===== src/rtl/mem_lsu_pkg.sv =====
// Shared LSU definitions: funct3 access codes, FSM encodings
// and the local misaligned/illegal access check.
package mem_lsu_pkg;

  localparam logic [2:0] LSU_B  = 3'b000;
  localparam logic [2:0] LSU_H  = 3'b001;
  localparam logic [2:0] LSU_W  = 3'b010;
  localparam logic [2:0] LSU_BU = 3'b100;
  localparam logic [2:0] LSU_HU = 3'b101;

  typedef enum logic [1:0] {
    LSU_IDLE = 2'd0,
    LSU_REQ  = 2'd1,
    LSU_WAIT = 2'd2,
    LSU_DONE = 2'd3
  } lsu_state_e;

  function automatic logic lsu_bad(
    input logic [2:0] f3,
    input logic       we,
    input logic [1:0] a
  );
    logic ill;
    logic mis;
    case (f3)
      LSU_B, LSU_H, LSU_W: ill = 1'b0;
      LSU_BU, LSU_HU:      ill = we;
      default:             ill = 1'b1;
    endcase
    mis = (f3[1:0] == 2'b01 && a[0]) ||
          (f3[1:0] == 2'b10 && a != 2'b00);
    return ill | mis;
  endfunction

endpackage


===== src/rtl/lsu_align.sv =====
// Byte-lane alignment: store strobes/replicated data and
// load extraction with sign/zero extension. Purely combinational.
module lsu_align
  import mem_lsu_pkg::*;
(
  input  logic [2:0]  i_f3,
  input  logic [1:0]  i_a,
  input  logic [31:0] i_sdata,
  input  logic [31:0] i_rdata,
  output logic [3:0]  o_wstrb,
  output logic [31:0] o_wdata,
  output logic [31:0] o_ldata
);

  logic [31:0] w_sh;

  assign w_sh = i_rdata >> {i_a, 3'b000};

  always_comb begin
    o_wstrb = 4'b0000;
    o_wdata = i_sdata;
    case (i_f3[1:0])
      2'b00: begin
        o_wstrb = 4'b0001 << i_a;
        o_wdata = {4{i_sdata[7:0]}};
      end
      2'b01: begin
        o_wstrb = 4'b0011 << i_a;
        o_wdata = {2{i_sdata[15:0]}};
      end
      2'b10: o_wstrb = 4'b1111;
      default: o_wstrb = 4'b0000;
    endcase
  end

  always_comb begin
    o_ldata = '0;
    case (i_f3)
      LSU_B:   o_ldata = {{24{w_sh[7]}}, w_sh[7:0]};
      LSU_H:   o_ldata = {{16{w_sh[15]}}, w_sh[15:0]};
      LSU_W:   o_ldata = i_rdata;
      LSU_BU:  o_ldata = {24'd0, w_sh[7:0]};
      LSU_HU:  o_ldata = {16'd0, w_sh[15:0]};
      default: o_ldata = '0;
    endcase
  end

endmodule


===== src/rtl/mem_lsu.sv =====
// MEM-stage load/store unit: req/gnt/rvalid bus FSM, stall,
// local misalign/illegal detection, aligned load writeback.
module mem_lsu
  import mem_lsu_pkg::*;
(
  input  logic        clk,
  input  logic        rst_n,
  input  logic        in_valid,
  input  logic        mem_read,
  input  logic        mem_write,
  input  logic [2:0]  funct3,
  input  logic [31:0] addr,
  input  logic [31:0] store_data,
  input  logic        flush,
  output logic        stall,
  output logic        done,
  output logic [31:0] load_data,
  output logic        err,
  output logic        dmem_req,
  output logic        dmem_we,
  output logic [31:0] dmem_addr,
  output logic [3:0]  dmem_wstrb,
  output logic [31:0] dmem_wdata,
  input  logic        dmem_gnt,
  input  logic [31:0] dmem_rdata,
  input  logic        dmem_rvalid
);

  lsu_state_e  r_state;
  logic [31:0] r_addr;
  logic [31:0] r_sdata;
  logic [31:0] r_load_data;
  logic [2:0]  r_f3;
  logic        r_we;
  logic        r_kill;
  logic        r_err;

  logic        w_acc;
  logic [3:0]  w_wstrb;
  logic [31:0] w_wdata;
  logic [31:0] w_ldata;

  assign w_acc = in_valid & (mem_read | mem_write) & ~flush;

  lsu_align u_align (
    .i_f3    (r_f3),
    .i_a     (r_addr[1:0]),
    .i_sdata (r_sdata),
    .i_rdata (dmem_rdata),
    .o_wstrb (w_wstrb),
    .o_wdata (w_wdata),
    .o_ldata (w_ldata)
  );

  assign stall = (r_state == LSU_REQ) |
                 (r_state == LSU_WAIT) |
                 ((r_state == LSU_IDLE) & w_acc);

  assign done       = (r_state == LSU_DONE);
  assign err        = r_err;
  assign load_data  = r_load_data;
  assign dmem_req   = (r_state == LSU_REQ);
  assign dmem_we    = dmem_req & r_we;
  assign dmem_addr  = {r_addr[31:2], 2'b00};
  assign dmem_wstrb = dmem_we ? w_wstrb : 4'b0000;
  assign dmem_wdata = w_wdata;

  always_ff @(posedge clk or negedge rst_n) begin
    if (!rst_n) begin
      r_state     <= LSU_IDLE;
      r_addr      <= '0;
      r_sdata     <= '0;
      r_load_data <= '0;
      r_f3        <= '0;
      r_we        <= 1'b0;
      r_kill      <= 1'b0;
      r_err       <= 1'b0;
    end else begin
      case (r_state)
        LSU_IDLE: begin
          if (w_acc) begin
            r_addr      <= addr;
            r_sdata     <= store_data;
            r_f3        <= funct3;
            r_we        <= mem_write;
            r_kill      <= 1'b0;
            r_load_data <= '0;
            if (lsu_bad(funct3, mem_write, addr[1:0])) begin
              r_err   <= 1'b1;
              r_state <= LSU_DONE;
            end else begin
              r_state <= LSU_REQ;
            end
          end
        end
        LSU_REQ: begin
          // A grant in the flush cycle is already owned by the
          // bus, so its response must still be drained.
          if (dmem_gnt) begin
            r_state <= LSU_WAIT;
            r_kill  <= flush;
          end else if (flush) begin
            r_state <= LSU_IDLE;
          end
        end
        LSU_WAIT: begin
          if (dmem_rvalid) begin
            if (r_kill | flush) begin
              r_state <= LSU_IDLE;
              r_kill  <= 1'b0;
            end else begin
              r_state     <= LSU_DONE;
              r_load_data <= r_we ? '0 : w_ldata;
            end
          end else if (flush) begin
            r_kill <= 1'b1;
          end
        end
        LSU_DONE: begin
          r_state     <= LSU_IDLE;
          r_err       <= 1'b0;
          r_load_data <= '0;
        end
        default: r_state <= LSU_IDLE;
      endcase
    end
  end

endmodule


===== config.mk =====
export PLATFORM = sky130hd
export DESIGN_NAME = mem_lsu
export DESIGN_NICKNAME = d
export VERILOG_FILES = /design/src/rtl/mem_lsu_pkg.sv /design/src/rtl/lsu_align.sv /design/src/rtl/mem_lsu.sv
export SDC_FILE = /design/constraint.sdc
export NUM_CORES = 1
export LEC_CHECK = 0
export ABC_AREA = 0
export ABC_CLOCK_PERIOD_IN_PS = 5610
export CORE_ASPECT_RATIO = 0.9
export CORE_MARGIN = 5
export CORE_UTILIZATION = 35
export CTS_CLUSTER_SIZE = 20
export DETAILED_ROUTE_END_ITERATION = 6
export DONT_BUFFER_PORTS = 1
export GPL_TIMING_DRIVEN = 0
export PLACE_DENSITY = 0.49
export SLEW_MARGIN = 20
export SYNTH_ARGS = -nofsm -noshare
export SYNTH_HDL_FRONTEND = slang
export SYNTH_SLANG_ARGS = --single-unit
export TNS_END_PERCENT = 20

===== constraint.sdc =====
create_clock -name clk -period 5.61 [get_ports clk]
set_input_delay 1.4025 -clock clk [delete_from_list [all_inputs] [get_ports clk]]
set_output_delay 1.4025 -clock clk [all_outputs]
set_load 0.005 [all_outputs]

==> flow_summary.toml <==
[clock_network]
cts_max_level = 3
clk_path_buf_depth = 2
cts_hold_buf = 0
cts_resized = 0
path_clk_slew_ns = 0.07
numCtsBuffers = 9
cts_root_buffer = "clkbuf_16"
post_cts_buffers = 0
cts.sink_count = 104
cts_tree = "built"
insertion_delay_ns = 0.34

[synth]
yosys_warnings = 0
synth_edf_count = 0
synth-main-ff-cell = "dfrtp_1"
synthDistinctLibCells = 43
synth_area_mm2 = 0.00532
netlist_instances = 432
ys_seq_area_share_pct = 48.9
ys_async_sr_fraction_pct = 100
syn_avg_cell_area_um2 = 12.3
yosys_register_bits = 104

[detailed_routing]
dr.pass1.iters = 4
vias = 3548
wl_per_cell_um = 23.3
routed_via_density = 5.49
routed_wl_mm = 15.1
drc = 0
drt_iter0_drc = 175
drt.antenna.violating_nets = 0

[grt]
grt_pass1_wl_mm = 23.6
overflow = 0
use_met2_pct = 26.1
top_usage_layer = "met2"
grt_max_degree = 105
grt_pass1_vias = 3884
use_met3_pct = 7.92
grt_use_met1_pct = 21.4
grtUsageTotal_pct = 17.0
antenna_found_initial = 2

[setup_path]
crit_type = "input port to output pin"
r2r_setup_slack_ns = 2.95
crit_path_end_kind = "output pin"
cp_slowest_stage_delay_ns = 0.58
critical_path_required_ns = 4.21
reg2reg_to = "load_data[29]$_DFFE_PN0P_"
critPathLaunch = "mem_write"
cp_cell_sequence = "nor2_1 > nor2_1 > nand2_1 > buf_1 > buf_1 > nand2b_1"
reg2regPathDepth = 6
cp_max_fo = 10
crit_path_start_kind = "input port"
cp.arrival_ns = 3.17
rr_startpoint = "r_f3[1]$_DFFE_PN0P_"
cp_slowest_cell = "buf_1"

[sta]
fin_crit_sh_pct = 81.5
period_needed_ns = 4.57
fmax_ghz = 0.219
fin_tns_setup_ns = 0
slew_viol_final = 0
hold_slack_ns = 0.506
rsz0062_at_grt = "false"
worst-slew-pin-transition_ns = 1.04
relSlewSlack_pct = 30.4
finalSetupViolations = 0
finalClockSkew_ns = 0.00560
finalHoldViolations = 0

[cells_and_area]
finalNonFillerCells = 646
area_delta_synth_final_pct = 9.83
finalNetCount = 556
final_common_cell = "dfrtp_1"
drive_gt1_share_pct = 37.6
layout_common_cells = "dfrtp_1 (104), mux2_2 (94), buf_4 (41)"

[placement]
io_buffers = 0
dp_hpwl_mm = 11.4
dp_cells = 631
gp_congestion = 0.810

[worst_hold_path]
min_from = "r_sdata[23]$_DFFE_PN0P_"
whs_path_depth = 1
worstHoldPathType = "flop to flop"
holdPathEnd = "r_sdata[23]$_DFFE_PN0P_"

[power_and_ir_drop]
power.density_mw_per_mm2 = 556
ir_drop_uv = 263
p_leak_nw = 2.57

[floorplanning]
num_rows = 42
dieArea_mm2 = 0.0178
ios = 212
die_x_um = 140
core-area_mm2 = 0.0148
initial_core_util_pct = 35.9
die_h_um = 127

[run_status]
status = "complete, no violations"

[job]
max_cap_violations = 0
==> worst max-delay path by stage <==
stage,to,slack (ns),cells after the start
global placement,stall,1.06,6
detailed placement,stall,1.00,6
finish,stall,1.04,6
CTS,stall,0.99,6
global route,stall,0.81,6
floorplan,stall,1.66,6
==> synth_stat cells, types with 2 or more instances <==
library cell | count | share of area, %
mux2i_1 | 9 | 1.7
mux2_2 | 94 | 20
or3_1 | 3 | 0.35
nor3b_1 | 2 | 0.28
a22oi_1 | 15 | 2.1
o21ai_0 | 16 | 1.5
nand3_1 | 8 | 0.75
a221o_1 | 8 | 1.5
clkbuf_1 | 11 | 0.78
ha_1 | 5 | 1.2
buf_4 | 41 | 5.8
nor4bb_1 | 3 | 0.56
nor2b_1 | 3 | 0.35
a21oi_1 | 5 | 0.47
a221o_2 | 10 | 2.1
nand2_1 | 18 | 1.3
o21a_1 | 2 | 0.28
a22o_1 | 17 | 2.8
inv_1 | 7 | 0.49
nand2b_1 | 4 | 0.47
buf_1 | 12 | 0.85
dfrtp_1 | 104 | 49
nor2_1 | 7 | 0.49
o2bb2ai_1 | 8 | 1.3
nor3_2 | 2 | 0.38
==> sequential cells by signal (all words and copies together) (netlist names) <==
name and cells:
r_addr 32, r_f3 3, load_data 32, r_sdata 32
r_kill 1, err 1, r_we 1, r_state 2
==> stage by stage <==
step	total power, mW	utilization [%]	setup slack [ns]	instance area, um2
after floorplan	2.32	-	1.66	5330
after global placement	2.66	37.6	1.06	5570
after detailed placement	2.69	37.6	1.00	5570
after CTS	3.29	39.4	0.989	5840
after global routing	3.48	39.4	0.805	5840
final	3.25	39.4	1.04	5840
==> metal layers <==
metal | vias to the layer above | share of wire (%)
li1 | 1573 | -
met1 | 1776 | 41
met2 | 175 | 46
met3 | 20 | 11
met4 | 4 | 1.7
met5 | - | 0.18
==> area by class of cell <==
cell class / instances / area, um2
Fill cell: 1462 / 8970
Sequential cell: 104 / 2600
Multi-Input combinational cell: 256 / 2290
Buffer: 66 / 410
Tap cell: 198 / 248
Clock buffer: 11 / 243
Inverter: 7 / 26.3
Clock inverter: 3 / 20.0
Antenna cell: 1 / 2.50
==> critical path: cells and delay by family <==
kind | cells | cell delay, ns
and+or+nand+nor | 4 | 0.66
buffers and inverters | 2 | 1.10
==> cells by family (layout without fill, tap and decap cells) <==
group | Yosys count | count (layout) | synth area share, %
adder cells (fa/ha/maj) | 5 | 5 | 1.18
buffers and inverters | 73 | 87 | 8.21
AO/OA/AOI/OAI | 88 | 88 | 13.6
multiplexers | 104 | 104 | 22.0
other | 1 | 3 | 0.0705
flip-flops | 104 | 104 | 48.9
AND/OR/NAND/NOR | 57 | 57 | 6.04
==> power breakdown <==
group / switching (mW) / total, mW / internal, mW
Sequential: 0.185 / 1.21 / 1.02
Clock: 0.277 / 0.585 / 0.308
Combinational: 0.726 / 1.45 / 0.726
No activity file was read; power rests on OpenSTA's default activity.
